<file path="config.mk">
export PLATFORM = sky130hd
export DESIGN_NAME = instr_fetch
export DESIGN_NICKNAME = d
export VERILOG_FILES = /design/src/rtl/instr_fetch.sv
export SDC_FILE = /design/constraint.sdc
export NUM_CORES = 1
export LEC_CHECK = 0
export BUFFER_PORTS_ARGS = -buffer_cell sky130_fd_sc_hd__buf_2
export CAP_MARGIN = 30
export CORE_MARGIN = 2
export CORE_UTILIZATION = 40
export CTS_CLUSTER_DIAMETER = 80
export DETAILED_ROUTE_END_ITERATION = 6
export GPL_TIMING_DRIVEN = 0
export HOLD_SLACK_MARGIN = 0.08
export PLACE_DENSITY = 0.68
export SLEW_MARGIN = 15
export SYNTH_ARGS = -nofsm -noshare
export SYNTH_HDL_FRONTEND = slang
export SYNTH_SLANG_ARGS = --single-unit
</file>
<file path="constraint.sdc">
create_clock -name clk -period 3.7 [get_ports clk]
set_input_delay 0.74 -clock clk [delete_from_list [all_inputs] [get_ports clk]]
set_output_delay 0.74 -clock clk [all_outputs]
set_load 0.05 [all_outputs]
</file>
<file path="src/rtl/instr_fetch.sv">
// S1C88 instruction fetch sequencer: opcode, extension and immediate bytes.
// Optional one-byte opcode prefetch buffer: define INSTR_FETCH_PREFETCH_EN.
module instr_fetch #(
  parameter int ADDR_WIDTH = 24,
  parameter logic [ADDR_WIDTH-1:0] RESET_PC = '0
) (
  input  logic                  clk,
  input  logic                  reset,
  output logic                  bus_req,
  output logic [ADDR_WIDTH-1:0] bus_addr,
  input  logic                  bus_ack,
  input  logic [7:0]            bus_data_in,
  output logic [7:0]            dec_opcode,
  output logic [7:0]            dec_opext,
  input  logic                  dec_need_opext,
  input  logic                  dec_need_imm,
  input  logic                  dec_imm_size,
  input  logic                  flush,
  input  logic [ADDR_WIDTH-1:0] flush_pc,
  output logic                  instr_valid,
  input  logic                  instr_ready,
  output logic [7:0]            instr_opcode,
  output logic [7:0]            instr_opext,
  output logic [15:0]           instr_imm,
  output logic [ADDR_WIDTH-1:0] instr_pc
);

  localparam logic [2:0] S_IDLE = 3'd0;
  localparam logic [2:0] S_OP   = 3'd1;
  localparam logic [2:0] S_EXT  = 3'd2;
  localparam logic [2:0] S_LO   = 3'd3;
  localparam logic [2:0] S_HI   = 3'd4;
  localparam logic [2:0] S_HOLD = 3'd5;

  localparam logic [ADDR_WIDTH-1:0] PC_ONE = ADDR_WIDTH'(1);

  logic [2:0]            state_q, state_d;
  logic [ADDR_WIDTH-1:0] pc_q, pc_d;
  logic [ADDR_WIDTH-1:0] ipc_q, ipc_d;
  logic [7:0]            op_q, op_d;
  logic [7:0]            ext_q, ext_d;
  logic [15:0]           imm_q, imm_d;

  logic                  fetch_st;
  logic                  pf_req;
  logic                  beat;
  logic                  handoff;
  logic                  take;
  logic [7:0]            take_byte;
  logic [ADDR_WIDTH-1:0] take_pc;
  logic [2:0]            op_next;

`ifdef INSTR_FETCH_PREFETCH_EN
  logic [7:0]            pb_q, pb_d;
  logic                  pbv_q, pbv_d;
  logic [ADDR_WIDTH-1:0] pbpc_q, pbpc_d;

  assign pf_req = (state_q == S_HOLD) && !pbv_q;
`else
  assign pf_req = 1'b0;
`endif

  assign fetch_st = (state_q == S_OP) || (state_q == S_EXT) ||
                    (state_q == S_LO) || (state_q == S_HI);
  assign bus_req  = fetch_st || pf_req;
  assign bus_addr = pc_q;
  assign beat     = bus_req && bus_ack;
  assign handoff  = (state_q == S_HOLD) && instr_ready;

  // An opcode byte is consumed from the bus or, on handoff, the buffer.
  always_comb begin
    take      = 1'b0;
    take_byte = bus_data_in;
    take_pc   = pc_q;
    if (state_q == S_OP && beat) take = 1'b1;
`ifdef INSTR_FETCH_PREFETCH_EN
    if (handoff) begin
      if (pbv_q) begin
        take      = 1'b1;
        take_byte = pb_q;
        take_pc   = pbpc_q;
      end else if (beat) begin
        take = 1'b1;
      end
    end
`endif
  end

  assign dec_opcode = take ? take_byte : op_q;
  assign dec_opext  = (state_q == S_EXT && beat) ? bus_data_in : ext_q;

  assign op_next = dec_need_opext ? S_EXT :
                   dec_need_imm   ? S_LO  : S_HOLD;

  always_comb begin
    state_d = state_q;
    pc_d    = pc_q;
    ipc_d   = ipc_q;
    op_d    = op_q;
    ext_d   = ext_q;
    imm_d   = imm_q;
`ifdef INSTR_FETCH_PREFETCH_EN
    pb_d    = pb_q;
    pbv_d   = pbv_q;
    pbpc_d  = pbpc_q;
`endif
    if (beat) pc_d = pc_q + PC_ONE;

    unique case (state_q)
      S_IDLE: state_d = S_OP;
      S_OP: ;
      S_EXT: begin
        if (beat) begin
          ext_d   = bus_data_in;
          state_d = dec_need_imm ? S_LO : S_HOLD;
        end
      end
      S_LO: begin
        if (beat) begin
          imm_d[7:0] = bus_data_in;
          state_d    = dec_imm_size ? S_HI : S_HOLD;
        end
      end
      S_HI: begin
        if (beat) begin
          imm_d[15:8] = bus_data_in;
          state_d     = S_HOLD;
        end
      end
      S_HOLD: begin
        if (handoff) state_d = S_OP;
`ifdef INSTR_FETCH_PREFETCH_EN
        if (handoff) begin
          pbv_d = 1'b0;
        end else if (beat) begin
          pb_d   = bus_data_in;
          pbv_d  = 1'b1;
          pbpc_d = pc_q;
        end
`endif
      end
      default: state_d = S_IDLE;
    endcase

    if (take) begin
      op_d    = take_byte;
      ipc_d   = take_pc;
      ext_d   = 8'h00;
      imm_d   = 16'h0000;
      state_d = op_next;
    end

    // Redirect drops any same-cycle beat; a handoff already happened.
    if (flush) begin
      state_d = S_OP;
      pc_d    = flush_pc;
      ipc_d   = ipc_q;
      op_d    = op_q;
      ext_d   = ext_q;
      imm_d   = imm_q;
`ifdef INSTR_FETCH_PREFETCH_EN
      pbv_d   = 1'b0;
      pb_d    = pb_q;
      pbpc_d  = pbpc_q;
`endif
    end
  end

  always_ff @(posedge clk or posedge reset) begin
    if (reset) begin
      state_q <= S_IDLE;
      pc_q    <= RESET_PC;
      ipc_q   <= '0;
      op_q    <= 8'h00;
      ext_q   <= 8'h00;
      imm_q   <= 16'h0000;
    end else begin
      state_q <= state_d;
      pc_q    <= pc_d;
      ipc_q   <= ipc_d;
      op_q    <= op_d;
      ext_q   <= ext_d;
      imm_q   <= imm_d;
    end
  end

`ifdef INSTR_FETCH_PREFETCH_EN
  always_ff @(posedge clk or posedge reset) begin
    if (reset) begin
      pb_q   <= 8'h00;
      pbv_q  <= 1'b0;
      pbpc_q <= '0;
    end else begin
      pb_q   <= pb_d;
      pbv_q  <= pbv_d;
      pbpc_q <= pbpc_d;
    end
  end
`endif

  assign instr_valid  = (state_q == S_HOLD);
  assign instr_opcode = op_q;
  assign instr_opext  = ext_q;
  assign instr_imm    = imm_q;
  assign instr_pc     = ipc_q;

endmodule

</file>
==> results, run 1 <==
- The run finished with clean final reports.
- The shortest clock period the worst path allows after layout is 3.41 ns.
- ~140 I/O pins were placed.
- The count of different cell masters after synthesis is 42.
- After detailed routing, the average wire length per cell comes to 16.0 µm.
- The layout filler cell count is 945.
- The number of gates resized after cts is 0.
- The number of clock sinks is slightly above 80.
- The deepest clock path buffer count is 2.
- The core area is approximately 0.0097 mm².
- After clock tree synthesis, the clock-pin slew on the worst setup and hold paths is 0.08 ns.
- The routed layout has 3640 vias.
- The part of the cycle the worst path needs is 0.922.
- The worst-case IR drop observed on VDD is 0.565 mV.
- Traced cell by cell, the critical path runs through clkbuf_1 -> inv_1 -> nor4_2 -> mux2_2 -> buf_2.
- The final instance area is 0.00508 mm².
- Grouping stages by cell kind, the critical path spends the most delay in simple AND/OR/NAND/NOR gates.
- met2 is the most crowded layer.
- In this run the static leakage power is 2.40 nW.
- The warning count from the yosys run is 0.
- The total routed wirelength is 10900 µm.
- The logic depth of the worst register-to-register path is 6.
- Yosys mapped a number of flops with a built-in enable equal to 0.
- For met3 alone, demand over resource in global routing was 0.0441.
- The worst path required time is 2.96 ns.
- Setup slack on the critical path of the routed design comes to 0.287 ns.
- The floorplan has 36 rows.
- The initial core utilization is 0.409.
- 0 antenna diodes ended up in the layout.
- In this run, CTS created clock tree buffers numbering 9.
- The number of antenna violations at the first check in global routing came to 0.
- The final HPWL from detailed placement is 8040 µm.
- The share of synthesized area occupied by flip-flops and latches is 0.524.
- The type of element launching the critical path is a register.
- The first-iteration detailed-routing DRC count is 134.
- The largest family of logic cells by synthesized area is simple AND/OR/NAND/NOR gates.
- The floorplan step defined a die boundary enclosing approximately 0.011 mm².
- After clock tree synthesis, the flow added hold-fix buffers numbering 0.
- The arrival time of data at the critical path endpoint is 2.67 ns.
- The synthesized-area fraction occupied by xor and xnor cells is 0.0133.
- The number of vias per cell after detailed routing is 5.36.
- The adder-cell area share of the yosys netlist is 0.00316.
- The slew at the pin closest to its max-slew limit is 0.928 ns.
- The clock tree root driver cell is clkbuf_8.
- Synthesis inferred 83 register bits.
- Setup repair after global routing left no endpoint under its margin.
- Prior to clock tree synthesis, the placed netlist has a worst setup slack of 0.319 ns.
- Among all flip-flop cells after synthesis, the most frequent one is dfrtp_1.
- The fraction of final layout cells sized beyond drive strength 1 is 0.386.
- In this run the remaining antenna-violating nets after routing total 0.
- In this run the cell area measured after placement is 0.00484 mm².
- The total global routing overflow is 0.
- The post-route total power is 0.00523 W.
- After detailed routing, the number of remaining DRC violations is 0.
- Clock skew on the completed layout was measured at 0.0156 ns.
- In the final design database the tool counted between 500 and 600 nets.
- The simple-gate share of the synthesized area is 0.193.
- Counting every instance in the synthesized netlist gives between 300 and 400.
- Max-cap violations in this run came to 0.
- The slowest stage cell on the critical path is nor4_2.
- The cell area that synthesis handed to floorplanning was 0.00396 mm².
- The worst hold margin is 0.420 ns.
- Relative to the synthesized area, the layout overhead comes to 28.2%.
- In the global route stage, met2 resource usage came out at 0.331.
- The H-tree was split into 3 levels.
- The largest net degree at the start of global routing is 49.
- A synthesized cell averages 10.1 µm².
- The count of buffers added by post-CTS timing repair for setup is 0.
- In this run the worst path has a maximum fanout of 10.
- The power per unit of standard cell area is 1030 mW/mm².
- The worst flop-to-flop path startpoint is state_q[1].
- The area fraction in compound gates after synthesis is 0.111.
- The post-synthesis async set-or-reset flop share is 1.00.
- In this run the number of cells on the critical path is 5.
- The number of setup violations in the final report is 0.
- The worst pin sits at a relative slew slack of 0.376.
- For this run, the total global-route usage over all layers was measured as 0.202.
- From bottom edge to top edge, the die measures 104 µm.
- The post-synthesis net count is approximately 430.
- The count of buffers from port buffering is roughly 140.
- The TritonCTS clock tree is yes.
- The final hold violation count is 0.
- By startpoint and endpoint, the worst setup path is classified as reg -> out.
- At the end of routability-driven placement, the weighted congestion stood at 0.852.
- The critical path contains buffers and inverters numbering 3 combined.
- The x dimension of the die is roughly 100 µm.
- The fraction of synthesized area in multiplexers is 0.124.
- The endpoint identified for the worst register-to-register timing path is bus_addr[5].
- The min-delay analysis places its worst path in the category in -> async.
- For this run, the detailed router's first-pass iteration total came to 4.
- The via count of the first global-routing pass came to around 3500.
- The critical path's largest stage delay is 0.84 ns.
- The max-slew violation count is 0.
- The setup check on the worst reg-to-reg path leaves a slack of 1.19 ns.
- Derived from the worst setup path, the maximum achievable clock frequency is between 200 and 300 MHz.
- At the later pin of the worst-skew pair, clock insertion delay measures around 0.35 ns.
- The kind of capture point of the worst setup path is an output port.
- The first global-routing pass estimated 17400 µm of wire.
- For met1 alone, demand over resource in global routing was 0.260.
Yosys cell counts (3+ instances only):
library cell  number  area (µm²)
nor2_1            19        71.3
and3_1             4        25.0
clkbuf_1          16        60.1
nand2_1           76         285
or4_1             11        82.6
nand3_1           13        65.1
xor2_1             5        43.8
o211ai_1           3        22.5
or3_1              6        37.5
o31ai_1           10        75.1
inv_1              7        26.3
a31oi_1           16         100
dfrtp_1           83        2080
nand4_1            7        43.8
o21ai_0           37         185
mux2_2            42         473
buf_2              3        15.0
nor3_1             3        15.0
worst max path at each step:
| stage | startpoint | to | slack (ns) |
|---|---|---|---|
| after detailed placement | bus_ack | dec_opext[0] | 0.32 |
| after global placement | reset | instr_pc[12] | -0.20 |
| after floorplan | reset | bus_addr[0] | 0.82 |
| after global routing | state_q[1] | dec_opext[0] | 0.11 |
| final | state_q[1] | dec_opext[0] | 0.29 |
| after CTS | state_q[1] | dec_opext[0] | 0.27 |
worst reg2reg max path: stages, from the launching register on:
cell      delay [ns]
dfrtp_1         0.37
clkbuf_1        0.19
o21ai_1         0.48
nand4_1         0.49
clkbuf_1        0.38
or3_1           0.37
a31oi_1         0.16
layout by cell type, fill, tap and decap left out, drive strengths merged, types with 8 or more instances in the layout:
master,Yosys,routed
or3,8,8
buf,6,144
nand3,13,13
dfrtp,83,83
nor2,19,19
or4,14,14
o21ai,38,38
nand2,76,76
a31oi,16,16
mux2,42,42
o31ai,10,10
clkbuf,16,27
nand4,8,8
inv,8,9
power by group:
| group | leakage (nW) | internal, W | switching (W) |
|---|---|---|---|
| clock | 0.112 | 0.000420 | 0.000337 |
| sequential | 0.994 | 0.00125 | 0.000232 |
| combinational | 1.29 | 0.000721 | 0.00227 |
| total | 2.40 | 0.00239 | 0.00284 |
per-stage QoR:
stage	util	setup TNS, ns	instances
finish	0.525	0	679
global route	0.525	0	679
CTS	0.525	0	679
detailed placement	0.500	0	663
global placement	0.497	-16.02	662
floorplan	-	0	392
state kept, by name, summed over array words and instances (netlist names):
name          flops
state_q           3
instr_opext       8
instr_imm        16
instr_opcode      8
bus_addr         24
instr_pc         24
cell families (layout without fill, tap and decap cells):
group | after synthesis | in the layout
compound gates | 74 | 74
flops | 83 | 83
simple gates | 154 | 154
mux | 44 | 44
buf+inv | 30 | 184
xor+xnor | 6 | 6
fa+ha+maj | 1 | 1
metal layers:
metal | share of wire | routed length [µm] | up-vias
li1 | - | - | 1705
met1 | 0.44 | 4730 | 1746
met2 | 0.47 | 5090 | 172
met3 | 0.075 | 819 | 17
met4 | 0.020 | 220 | 0
met5 | 0 | 0 | -
layout make-up:
cell class / count / area (µm²) / share of cell area
buffer: 22 / 93.8 / 0.0185
clock buffer: 11 / 151 / 0.0298
clock inverter: 5 / 83.8 / 0.0165
inverter: 8 / 32.5 / 0.00640
multi-input combinational: 279 / 1760 / 0.347
sequential: 83 / 2080 / 0.409
tap: 133 / 166 / 0.0328
timing repair buffer: 138 / 713 / 0.140
(Power assumes the default switching activity.)
==> inputs of run 2 (changes only) <==
Settings changed: MAX_ROUTING_LAYER set to met4.
==> run 2 against run 1 <==
Final area stayed put. Register-to-register slack got worse by 0.05 ns. Sequential share of layout area stayed put.
==> results, run 2 (synthesis gave the netlist of run 1 again) <==
- The flow ran to the end, and the final reports show no timing, DRC or antenna violations.
- The clock tree root driver cell is clkbuf_8.
- On the worst path, the slowest cell contributes a delay of 0.84 ns.
- In this run, the number of DRC markers left after iteration 0 of detailed routing was 142.
- The antenna diode count is 0.
- TritonCTS built the clock tree.
- The deepest clock path buffer count is 2.
- Clock-pin slew was measured on the worst setup and hold paths at ~0.080 ns.
- Dividing the detail-routed via count by the number of cells gives 5.31.
- The worst flop-to-flop path startpoint is state_q[1].
- The number of placed instances, taps included, is 663.
- The largest voltage drop on the vdd net is 0.565 mV.
- Broken down by cell family, the worst path's largest delay share belongs to simple AND/OR/NAND/NOR gates.
- For this design, the sink count on the clock tree is 83.
- Measured on the finished design, the core utilization comes to 0.525.
- The height of the chip is 104 µm.
- The number of clock buffers inserted by TritonCTS is 9.
- The worst setup path is of the reg -> out kind.
- The total global routing overflow is 0.
- The total number of H-tree levels is 3.
- The setup check on the worst reg-to-reg path leaves a slack of 1.14 ns.
- Measured against its own limit, the worst slew margin works out to 0.349.
- Dividing the final minimum period by the clock period gives 0.924.
- The region available for standard cell placement spans 0.00968 mm².
- For the pin with the worst max-slew slack, the measured transition is 0.970 ns.
- In this run the worst hold path is classified as in -> async.
- The initial core utilization is 0.409.
- The layout filler cell count is 945.
- The final HPWL from detailed placement is 8040 µm.
- The final weighted congestion in routability-driven placement is 0.866.
- The boundary pin count is roughly 140.
- Excluding fillers, the count of instances in the completed layout stands at 679.
- The fraction of final layout cells sized beyond drive strength 1 is 0.386.
- Clock latency on the worst-skew pair, taken at its later pin, is 0.35 ns.
- The multi-input combinational cells in the finished layout cover a total of 0.00176 mm².
- The kind of capture point of the worst setup path is an output port.
- For this design, the CTS-stage hold fixing added 0 buffers.
- After floorplanning, the core was divided into 36 placement rows.
- The setup slack at placement is roughly 0.32 ns.
- The global-route total usage across every layer is 0.207.
- The x dimension of the die is 104 µm.
- The endpoint of the most critical register-to-register path is bus_addr[5].
- The routed design could run at a clock period as short as roughly 3.4 ns.
- The via count of the first global-routing pass came to between 3000 and 4000.
- STA puts the critical path data arrival time at 2.68 ns.
- The max-slew violation count is 0.
- The max-cap check violation count is 0.
- The total routed wirelength is 11000 µm.
- The floorplan step defined a die boundary enclosing between 0.01 and 0.015 mm².
- The sequential cells in the finished layout cover a total of roughly 0.0021 mm².
- The signal on the critical path passes through clkbuf_1 -> inv_1 -> nor4_2 -> mux2_2 -> buf_2.
- The library cell used most frequently in the layout, excluding fill and tap cells, is buf_2.
- The number of vias in the routed layout is about 3600.
- The largest net degree at the start of global routing is 49.
- Setup violations remaining at the end of the flow were counted as 0.
- After clock tree synthesis, the repair step resized 0 gates.
- The wire length of the first global-routing pass is 17400 µm.
- The number of setup buffers added after CTS is 0.
- The biggest fanout along the worst timing path is 10.
- The number of detailed-route iterations in the first pass is 4.
- The worst path required time is 2.96 ns.
- The per-cell routed wire length is between 15 and 20 µm.
- The worst path meets setup with between 0.2 and 0.3 ns of slack.
- The final hold violation count is 0.
- The slowest stage cell on the critical path is nor4_2.
- The count of buffer and inverter cells on the critical path is 3.
- Setup repair after global routing left no endpoint under its margin.
- The count of nets left with antenna violations once routing finished came out at 0.
- Power spread over the standard cell area amounts to 1030 mW/mm².
- For this run, design rule violations remaining after detail routing come to 0.
- The peak clock frequency supported by timing is 293 MHz.
- The post-synthesis to final-layout area growth is 28.2%.
- The final setup skew is 0.0131 ns.
- The count of buffers from port buffering is 137.
- Summed over all cells, the static leakage comes to 2.40 nW.
- The post-route total power is 0.00524 W.
- For this run, the post-layout net count is 582.
- Leaving out fill and tap cells, the most frequent cells in the layout are buf_2, dfrtp_1, nand2_1.
- The logic depth of the worst register-to-register path is 6.
- The number of antenna violations at the first check in global routing is 0.
- The type of element launching the critical path is a register.
run 2: cell counts in the layout (fill, tap and decap cells not counted):
Identical to the previous run, type by type.
run 2: power breakdown:
group          internal [W]  switching [W]
clock network      0.000420       0.000341
logic              0.000721        0.00227
registers           0.00125       0.000231
run 2: cell type report:
cell class / count / area share
plain buffers: 22 / 0.0185
clock buffers: 11 / 0.0298
clock inverters: 5 / 0.0165
inverters: 8 / 0.00640
multi-input cells: 279 / 0.347
flip-flops and latches: 83 / 0.409
well taps: 133 / 0.0328
repair buffers: 138 / 0.140
run 2: worst max-delay path by stage:
stage | startpoint | end | slack (ns) | cells past startpoint
after floorplan | reset | bus_addr[0] | 0.82 | 1
after global placement | reset | instr_pc[12] | -0.20 | 2
after detailed placement | bus_ack | dec_opext[0] | 0.32 | 6
after CTS | state_q[1] | dec_opext[0] | 0.27 | 5
after global routing | state_q[1] | dec_opext[0] | 0.11 | 5
final | state_q[1] | dec_opext[0] | 0.28 | 5
run 2: metal layers:
metal	up-vias	part of all wire	global-route usage	wire length (µm)
li1	1705	-	-	-
met1	1735	0.45	0.263	4940
met2	146	0.47	0.331	5110
met3	21	0.059	0.0390	651
met4	0	0.025	0.0820	273
met5	-	0	-	0
run 2: metrics by stage:
stage | TNS (ns) | hold WS (ns) | area, µm²
finish | 0 | 0.424 | 5080
global route | 0 | 0.444 | 5080
CTS | 0 | 0.422 | 5080
detailed placement | 0 | 0.469 | 4840
global placement | -16.02 | 0.455 | 4810
floorplan | 0 | 0.588 | 3960
